[config.mk]
export PLATFORM = sky130hd
export DESIGN_NAME = up_axi_master
export DESIGN_NICKNAME = d
export VERILOG_FILES = /design/src/rtl/up_axi_master.sv
export SDC_FILE = /design/constraint.sdc
export NUM_CORES = 1
export LEC_CHECK = 0
export CORE_MARGIN = 2
export CORE_UTILIZATION = 48
export DETAILED_ROUTE_END_ITERATION = 6
export PLACE_DENSITY = 0.86
export SYNTH_ARGS = -nofsm -noshare
export SYNTH_HDL_FRONTEND = slang
export SYNTH_SLANG_ARGS = --single-unit
[constraint.sdc]
create_clock -name up_clk -period 4.1 [get_ports up_clk]
set_input_delay 1.025 -clock up_clk [delete_from_list [all_inputs] [get_ports up_clk]]
set_output_delay 1.025 -clock up_clk [all_outputs]
set_load 0.05 [all_outputs]
[src/rtl/up_axi_master.sv]
// up_axi_master: bridges the pulse-request up register bus onto an AXI4-Lite
// master port. The write and read engines are independent, each with one
// outstanding transaction, a saturating timeout and an error flag on the ack.
module up_axi_master #(
    parameter logic [31:0] ADDR_BASE = 32'h00000000,
    parameter int unsigned TIMEOUT   = 1023
) (
    input  logic        up_clk,
    input  logic        up_rstn,

    input  logic        up_wreq,
    input  logic [13:0] up_waddr,
    input  logic [31:0] up_wdata,
    output logic        up_wack,
    output logic        up_werr,
    output logic        up_wbusy,

    input  logic        up_rreq,
    input  logic [13:0] up_raddr,
    output logic [31:0] up_rdata,
    output logic        up_rack,
    output logic        up_rerr,
    output logic        up_rbusy,

    output logic        m_axi_awvalid,
    input  logic        m_axi_awready,
    output logic [31:0] m_axi_awaddr,
    output logic [2:0]  m_axi_awprot,
    output logic        m_axi_wvalid,
    input  logic        m_axi_wready,
    output logic [31:0] m_axi_wdata,
    output logic [3:0]  m_axi_wstrb,
    input  logic        m_axi_bvalid,
    output logic        m_axi_bready,
    input  logic [1:0]  m_axi_bresp,
    output logic        m_axi_arvalid,
    input  logic        m_axi_arready,
    output logic [31:0] m_axi_araddr,
    output logic [2:0]  m_axi_arprot,
    input  logic        m_axi_rvalid,
    output logic        m_axi_rready,
    input  logic [31:0] m_axi_rdata,
    input  logic [1:0]  m_axi_rresp
);

    typedef enum logic [1:0] {W_IDLE, W_REQ, W_RESP, W_DRAIN} wstate_t;
    typedef enum logic [1:0] {R_IDLE, R_ADDR, R_DATA, R_DRAIN} rstate_t;

    wstate_t     w_state, w_state_nxt;
    rstate_t     r_state, r_state_nxt;

    logic        awvalid_nxt, wvalid_nxt, bready_nxt, wack_nxt, werr_nxt;
    logic [31:0] awaddr_nxt, wdata_nxt;
    logic [15:0] w_tmr, w_tmr_nxt, w_tmr_inc;
    logic        w_tmo;

    logic        arvalid_nxt, rready_nxt, rack_nxt, rerr_nxt;
    logic [31:0] araddr_nxt, rdata_nxt;
    logic [15:0] r_tmr, r_tmr_nxt, r_tmr_inc;
    logic        r_tmo;

    assign m_axi_wstrb  = 4'hf;
    assign m_axi_awprot = 3'b000;
    assign m_axi_arprot = 3'b000;

    assign up_wbusy = (w_state != W_IDLE);
    assign up_rbusy = (r_state != R_IDLE);

    // Timeout fires on the edge where the timer reaches TIMEOUT, so the abort
    // ack lands TIMEOUT+1 cycles after the request cycle.
    assign w_tmr_inc = (w_tmr == '1) ? w_tmr : w_tmr + 16'd1;
    assign r_tmr_inc = (r_tmr == '1) ? r_tmr : r_tmr + 16'd1;
    assign w_tmo     = (TIMEOUT != 0) && ({16'd0, w_tmr_inc} >= TIMEOUT);
    assign r_tmo     = (TIMEOUT != 0) && ({16'd0, r_tmr_inc} >= TIMEOUT);

    // Write engine: next state and next values of all registered outputs.
    always_comb begin
        w_state_nxt = w_state;
        awvalid_nxt = m_axi_awvalid & ~m_axi_awready;
        wvalid_nxt  = m_axi_wvalid & ~m_axi_wready;
        bready_nxt  = m_axi_bready;
        awaddr_nxt  = m_axi_awaddr;
        wdata_nxt   = m_axi_wdata;
        wack_nxt    = 1'b0;
        werr_nxt    = 1'b0;
        w_tmr_nxt   = w_tmr;
        unique case (w_state)
            W_IDLE: begin
                if (up_wreq) begin
                    awaddr_nxt  = ADDR_BASE | {16'd0, up_waddr, 2'b00};
                    wdata_nxt   = up_wdata;
                    awvalid_nxt = 1'b1;
                    wvalid_nxt  = 1'b1;
                    w_tmr_nxt   = '0;
                    w_state_nxt = W_REQ;
                end
            end
            W_REQ: begin
                w_tmr_nxt = w_tmr_inc;
                if (!awvalid_nxt && !wvalid_nxt) begin
                    bready_nxt  = 1'b1;
                    w_state_nxt = W_RESP;
                end else if (w_tmo) begin
                    wack_nxt    = 1'b1;
                    werr_nxt    = 1'b1;
                    bready_nxt  = 1'b1;
                    w_state_nxt = W_DRAIN;
                end
            end
            W_RESP: begin
                w_tmr_nxt = w_tmr_inc;
                if (m_axi_bvalid) begin
                    bready_nxt  = 1'b0;
                    wack_nxt    = 1'b1;
                    werr_nxt    = |m_axi_bresp;
                    w_state_nxt = W_IDLE;
                end else if (w_tmo) begin
                    wack_nxt    = 1'b1;
                    werr_nxt    = 1'b1;
                    w_state_nxt = W_DRAIN;
                end
            end
            W_DRAIN: begin
                // bready low here means the B beat was already taken.
                if (m_axi_bvalid && m_axi_bready) bready_nxt = 1'b0;
                if ((!m_axi_bready || m_axi_bvalid) && !awvalid_nxt && !wvalid_nxt)
                    w_state_nxt = W_IDLE;
            end
        endcase
    end

    // Write engine state and output registers.
    always_ff @(posedge up_clk or negedge up_rstn) begin
        if (!up_rstn) begin
            w_state       <= W_IDLE;
            m_axi_awvalid <= 1'b0;
            m_axi_wvalid  <= 1'b0;
            m_axi_bready  <= 1'b0;
            m_axi_awaddr  <= '0;
            m_axi_wdata   <= '0;
            up_wack       <= 1'b0;
            up_werr       <= 1'b0;
            w_tmr         <= '0;
        end else begin
            w_state       <= w_state_nxt;
            m_axi_awvalid <= awvalid_nxt;
            m_axi_wvalid  <= wvalid_nxt;
            m_axi_bready  <= bready_nxt;
            m_axi_awaddr  <= awaddr_nxt;
            m_axi_wdata   <= wdata_nxt;
            up_wack       <= wack_nxt;
            up_werr       <= werr_nxt;
            w_tmr         <= w_tmr_nxt;
        end
    end

    // Read engine: next state and next values of all registered outputs.
    always_comb begin
        r_state_nxt = r_state;
        arvalid_nxt = m_axi_arvalid & ~m_axi_arready;
        rready_nxt  = m_axi_rready;
        araddr_nxt  = m_axi_araddr;
        rdata_nxt   = up_rdata;
        rack_nxt    = 1'b0;
        rerr_nxt    = 1'b0;
        r_tmr_nxt   = r_tmr;
        unique case (r_state)
            R_IDLE: begin
                if (up_rreq) begin
                    araddr_nxt  = ADDR_BASE | {16'd0, up_raddr, 2'b00};
                    arvalid_nxt = 1'b1;
                    r_tmr_nxt   = '0;
                    r_state_nxt = R_ADDR;
                end
            end
            R_ADDR: begin
                r_tmr_nxt = r_tmr_inc;
                if (m_axi_arready) begin
                    rready_nxt  = 1'b1;
                    r_state_nxt = R_DATA;
                end else if (r_tmo) begin
                    rack_nxt    = 1'b1;
                    rerr_nxt    = 1'b1;
                    rdata_nxt   = 32'hdead_dead;
                    rready_nxt  = 1'b1;
                    r_state_nxt = R_DRAIN;
                end
            end
            R_DATA: begin
                r_tmr_nxt = r_tmr_inc;
                if (m_axi_rvalid) begin
                    rready_nxt  = 1'b0;
                    rack_nxt    = 1'b1;
                    rerr_nxt    = |m_axi_rresp;
                    rdata_nxt   = m_axi_rdata;
                    r_state_nxt = R_IDLE;
                end else if (r_tmo) begin
                    rack_nxt    = 1'b1;
                    rerr_nxt    = 1'b1;
                    rdata_nxt   = 32'hdead_dead;
                    r_state_nxt = R_DRAIN;
                end
            end
            R_DRAIN: begin
                if (m_axi_rvalid && m_axi_rready) rready_nxt = 1'b0;
                if ((!m_axi_rready || m_axi_rvalid) && !arvalid_nxt)
                    r_state_nxt = R_IDLE;
            end
        endcase
    end

    // Read engine state and output registers.
    always_ff @(posedge up_clk or negedge up_rstn) begin
        if (!up_rstn) begin
            r_state       <= R_IDLE;
            m_axi_arvalid <= 1'b0;
            m_axi_rready  <= 1'b0;
            m_axi_araddr  <= '0;
            up_rdata      <= '0;
            up_rack       <= 1'b0;
            up_rerr       <= 1'b0;
            r_tmr         <= '0;
        end else begin
            r_state       <= r_state_nxt;
            m_axi_arvalid <= arvalid_nxt;
            m_axi_rready  <= rready_nxt;
            m_axi_araddr  <= araddr_nxt;
            up_rdata      <= rdata_nxt;
            up_rack       <= rack_nxt;
            up_rerr       <= rerr_nxt;
            r_tmr         <= r_tmr_nxt;
        end
    end

endmodule

==> impl_results.md <==
* Site Rows at 43
* Max Clock Skew at 0.00740 ns
* Area of the multi-input gates at 0.00300 sq mm
* Switch share at 0.462
* CP dominant cell by count: inv_1
* PwrDens at 858 mW/mm^2
* Post-Syn Area at 0.00680 sq mm
* CTS tree: done
* Hold Slack at 0.490 ns
* HP Class: reg2reg
* Syn Area/Cell at 10.9 sq um
* Fraction of registers with async set/reset at 1.00
* CP Data Arrival Time at 2.16 ns
* CTS clk-pin slew, worst paths at 0.06 ns
* Seq pwr share at 0.271
* Setup Total Neg Slack at 0 ns
* PortBufs at 207
* Largest stage delay, worst path at 0.82 ns
* EDFF count, synth at 0
* Final Critical Period at 3.19 ns
* Fillers at 1,012
* Clock buffer depth at 2
* I/O pin total at 254
* Die H at 123 um
* RSZ-0062 raised after global routing: no
* Period utilization at 0.778
* DR vias/cell at 5.40
* Final Max Slew Viols at 0
* Clk Latency, worst-skew pair at 0.41 ns
* CTS Root Cell: clkbuf_16
* GRT overflow at 0
* Starting Density at 0.490
* Die area at 0.0151 sq mm
* Post-DRT Antenna Nets at 0
* CP max-delay cell: clkdlybuf4s50_1
* Endpoints failing setup at 0
* Critical path endpoint category: output port
* Total CTS buffers at 17
* Area growth syn-to-layout at 38.5%
* Antenna Diode Count at 0
* FF+latch area at 0.00343 sq mm
* Sw power at 3.73 mW
* Max-slew headroom at 0.368
* TritonRoute pass-1 iters at 5
* CTS resizes at 0
* Via count at 5,482
* Critical Path, Cell by Cell: inv_1 -> ha_1 -> inv_1 -> clkdlybuf4s50_1
* Final #Nets at 939
* Largest net degree at the start of global routing at 96
* Ys flop type: dfrtp_1
* Initial antenna violation count at 0
* Overall Global Routing Usage at 0.226
* Leakage at 4.04 nW
* Initial DRC Count at 345
* Worst EP required at 3.07 ns
* Yosys Warn Count at 0
* Max H-tree Level at 4
* Max Cap Viol at 0
* Share of cells above drive strength 1 at 0.128
* DP Wirelength at 12.0 mm
* Core Region at 0.0139 sq mm
* Critical Path Start Type: register
* First-pass GRT wire length at 26.8 mm
* Routability cong. at 0.882
* Clk sinks at 137
* #FFs+latches synth at 137
* Vias in the first global route at 5,390
* Comb power frac at 0.542
* Yosys cell types at 59
* Clock power frac at 0.186
* Fmax at 0.314 GHz
* Status: completed
* Syn Inst Count at 621
* DRC at 0
* Peak supply drop at 471 uV
* Die W at 123 um
* Crit path max fanout at 8
* Kind of critical path: reg2out
* Hold Buf Count CTS at 0
* Seq/Total Area, Yosys at 0.504
* Dpl cells at 985
* Internal at 4.34 mW
* Endpoints failing hold at 0
* Routed WL at 16.8 mm
* Wire length per cell at 16.6 um
* Slew @ Worst Pin at 0.948 ns
* Fin cells at 1,015
* Post-CTS setup repair buffer count at 0
-- cells by family (layout without fill, tap and decap cells) --
family,Yosys count,in the layout,synth area share
other,2,46,0.00110
AO/OA/AOI/OAI,153,153,0.150
adder cells (fa/ha/maj),10,10,0.0184
buffers and inverters,89,259,0.0793
multiplexers,65,65,0.107
XOR/XNOR,7,7,0.00902
flip-flops,137,137,0.504
AND/OR/NAND/NOR,158,158,0.131
-- routing by layer --
| metal | global-route usage | wire length (um) |
|---|---|---|
| met1 | 0.279 | 6790 |
| met2 | 0.380 | 8550 |
| met3 | 0.0655 | 1150 |
| met4 | 0.0810 | 348 |
| met5 | 0 | 0 |
-- critical path: cells and delay by family, from the launching register on --
family     cells  cell delay (ns)
fa+ha+maj      1             0.30
flops          1             0.41
buf+inv        3             1.05
-- cell usage in the layout, fill, tap and decap left out, drive strengths merged, types with 2 or more instances in the layout --
cell type	count
a32o	3
clkinvlp	3
nor2b	4
mux2	60
a21boi	3
xnor2	6
clkbuf	17
o2111ai	3
buf	5
a21oi	28
mux2i	5
o31ai	3
nand4	14
nor3	12
and2	8
o22a	24
nor4	10
a22o	11
and4	4
nand2b	6
clkinv	6
and3	7
bufinv	3
a21o	3
a31oi	9
nor2	21
o21ai	52
a211o	2
nand2	54
a41o	2
ha	10
dfrtp	137
or2	4
nand3	11
o311ai	2
clkdlybuf4s50	206
inv	19
o2111a	2
conb	46
-- synth_stat cells (2+ instances only) --
cell type | count | area share
o22a_1 | 24 | 0.031
a21boi_0 | 2 | 0.0022
a21oi_1 | 27 | 0.020
a21o_1 | 3 | 0.0033
nor4_4 | 4 | 0.013
ha_1 | 10 | 0.018
nor2b_1 | 4 | 0.0037
nand3_1 | 10 | 0.0074
dfrtp_1 | 137 | 0.50
a41o_1 | 2 | 0.0029
nor2_1 | 21 | 0.012
and2_1 | 8 | 0.0074
o21ai_1 | 2 | 0.0015
nand2_1 | 54 | 0.030
inv_1 | 18 | 0.0099
buf_2 | 7 | 0.0052
nand2b_1 | 6 | 0.0055
nand4_1 | 12 | 0.011
nor3_1 | 11 | 0.0081
clkbuf_1 | 11 | 0.0061
a211o_1 | 2 | 0.0026
buf_1 | 2 | 0.0011
o21ai_0 | 50 | 0.037
mux2_2 | 60 | 0.099
buf_4 | 48 | 0.053
xnor2_1 | 6 | 0.0077
mux2i_1 | 5 | 0.0074
and3_1 | 7 | 0.0064
a31oi_1 | 9 | 0.0083
o31ai_1 | 3 | 0.0033
and4_1 | 4 | 0.0052
conb_1 | 2 | 0.0011
o2111a_1 | 2 | 0.0033
o311ai_0 | 2 | 0.0026
a22o_1 | 11 | 0.014
buf_6 | 2 | 0.0033
a32o_1 | 3 | 0.0044
or2_2 | 2 | 0.0018
nor4_1 | 6 | 0.0055
o2111ai_1 | 3 | 0.0039
-- registers in the layout, summed over array words and instances, names as in the netlist --
register,flops
m_axi_wvalid,1
up_wack,1
w_state,2
up_rack,1
m_axi_awaddr,14
m_axi_bready,1
m_axi_arvalid,1
m_axi_wdata,32
r_tmr,16
up_rerr,1
r_state,2
w_tmr,16
m_axi_araddr,14
up_werr,1
m_axi_rready,1
up_rdata,32
m_axi_awvalid,1
-- worst paths after layout --
kind	startpoint	to	slack (ns)	cells past startpoint
max in group asynchronous	up_rstn	m_axi_wdata[5]	2.68	2
worst min-delay path	up_rdata[31]	up_rdata[31]	0.49	1
min in group asynchronous	up_rstn	w_tmr[0]	0.70	1
worst min register to register	up_rdata[31]	up_rdata[31]	0.49	1
worst max register to register	r_tmr[0]	up_rdata[16]	0.98	8
worst max-delay path	r_state[0]	up_rbusy	0.91	4
-- through the flow --
| step | power [mW] | util | cell area, sq um | setup slack [ns] |
|---|---|---|---|---|
| after detailed placement | 6.58 | 0.636 | 8830 | 1.03 |
| after CTS | 8.13 | 0.678 | 9420 | 0.896 |
| after floorplan | 5.15 | - | 6960 | 1.63 |
| after global routing | 8.46 | 0.678 | 9420 | 0.676 |
| final | 8.07 | 0.678 | 9420 | 0.911 |
| after global placement | 6.48 | 0.636 | 8830 | 1.09 |
-- power by group through the flow --
stage	logic [mW]	clock network, mW	registers (mW)
2_1_floorplan	1.36	0	3.79
3_3_place_gp	4.31	0	2.17
3_5_place_dp	4.38	0	2.21
4_1_cts	4.39	1.54	2.19
5_1_grt	4.61	1.60	2.25
6_report	4.38	1.51	2.19
-- layout make-up --
| class | count | area share |
|---|---|---|
| clock buffer | 17 | 0.0452 |
| clock inverter | 13 | 0.0165 |
| inverter | 18 | 0.00718 |
| multi-input combinational | 439 | 0.318 |
| sequential | 137 | 0.364 |
| tap | 180 | 0.0239 |
| timing repair buffer | 211 | 0.225 |
No activity file was read; power rests on OpenSTA's default activity.
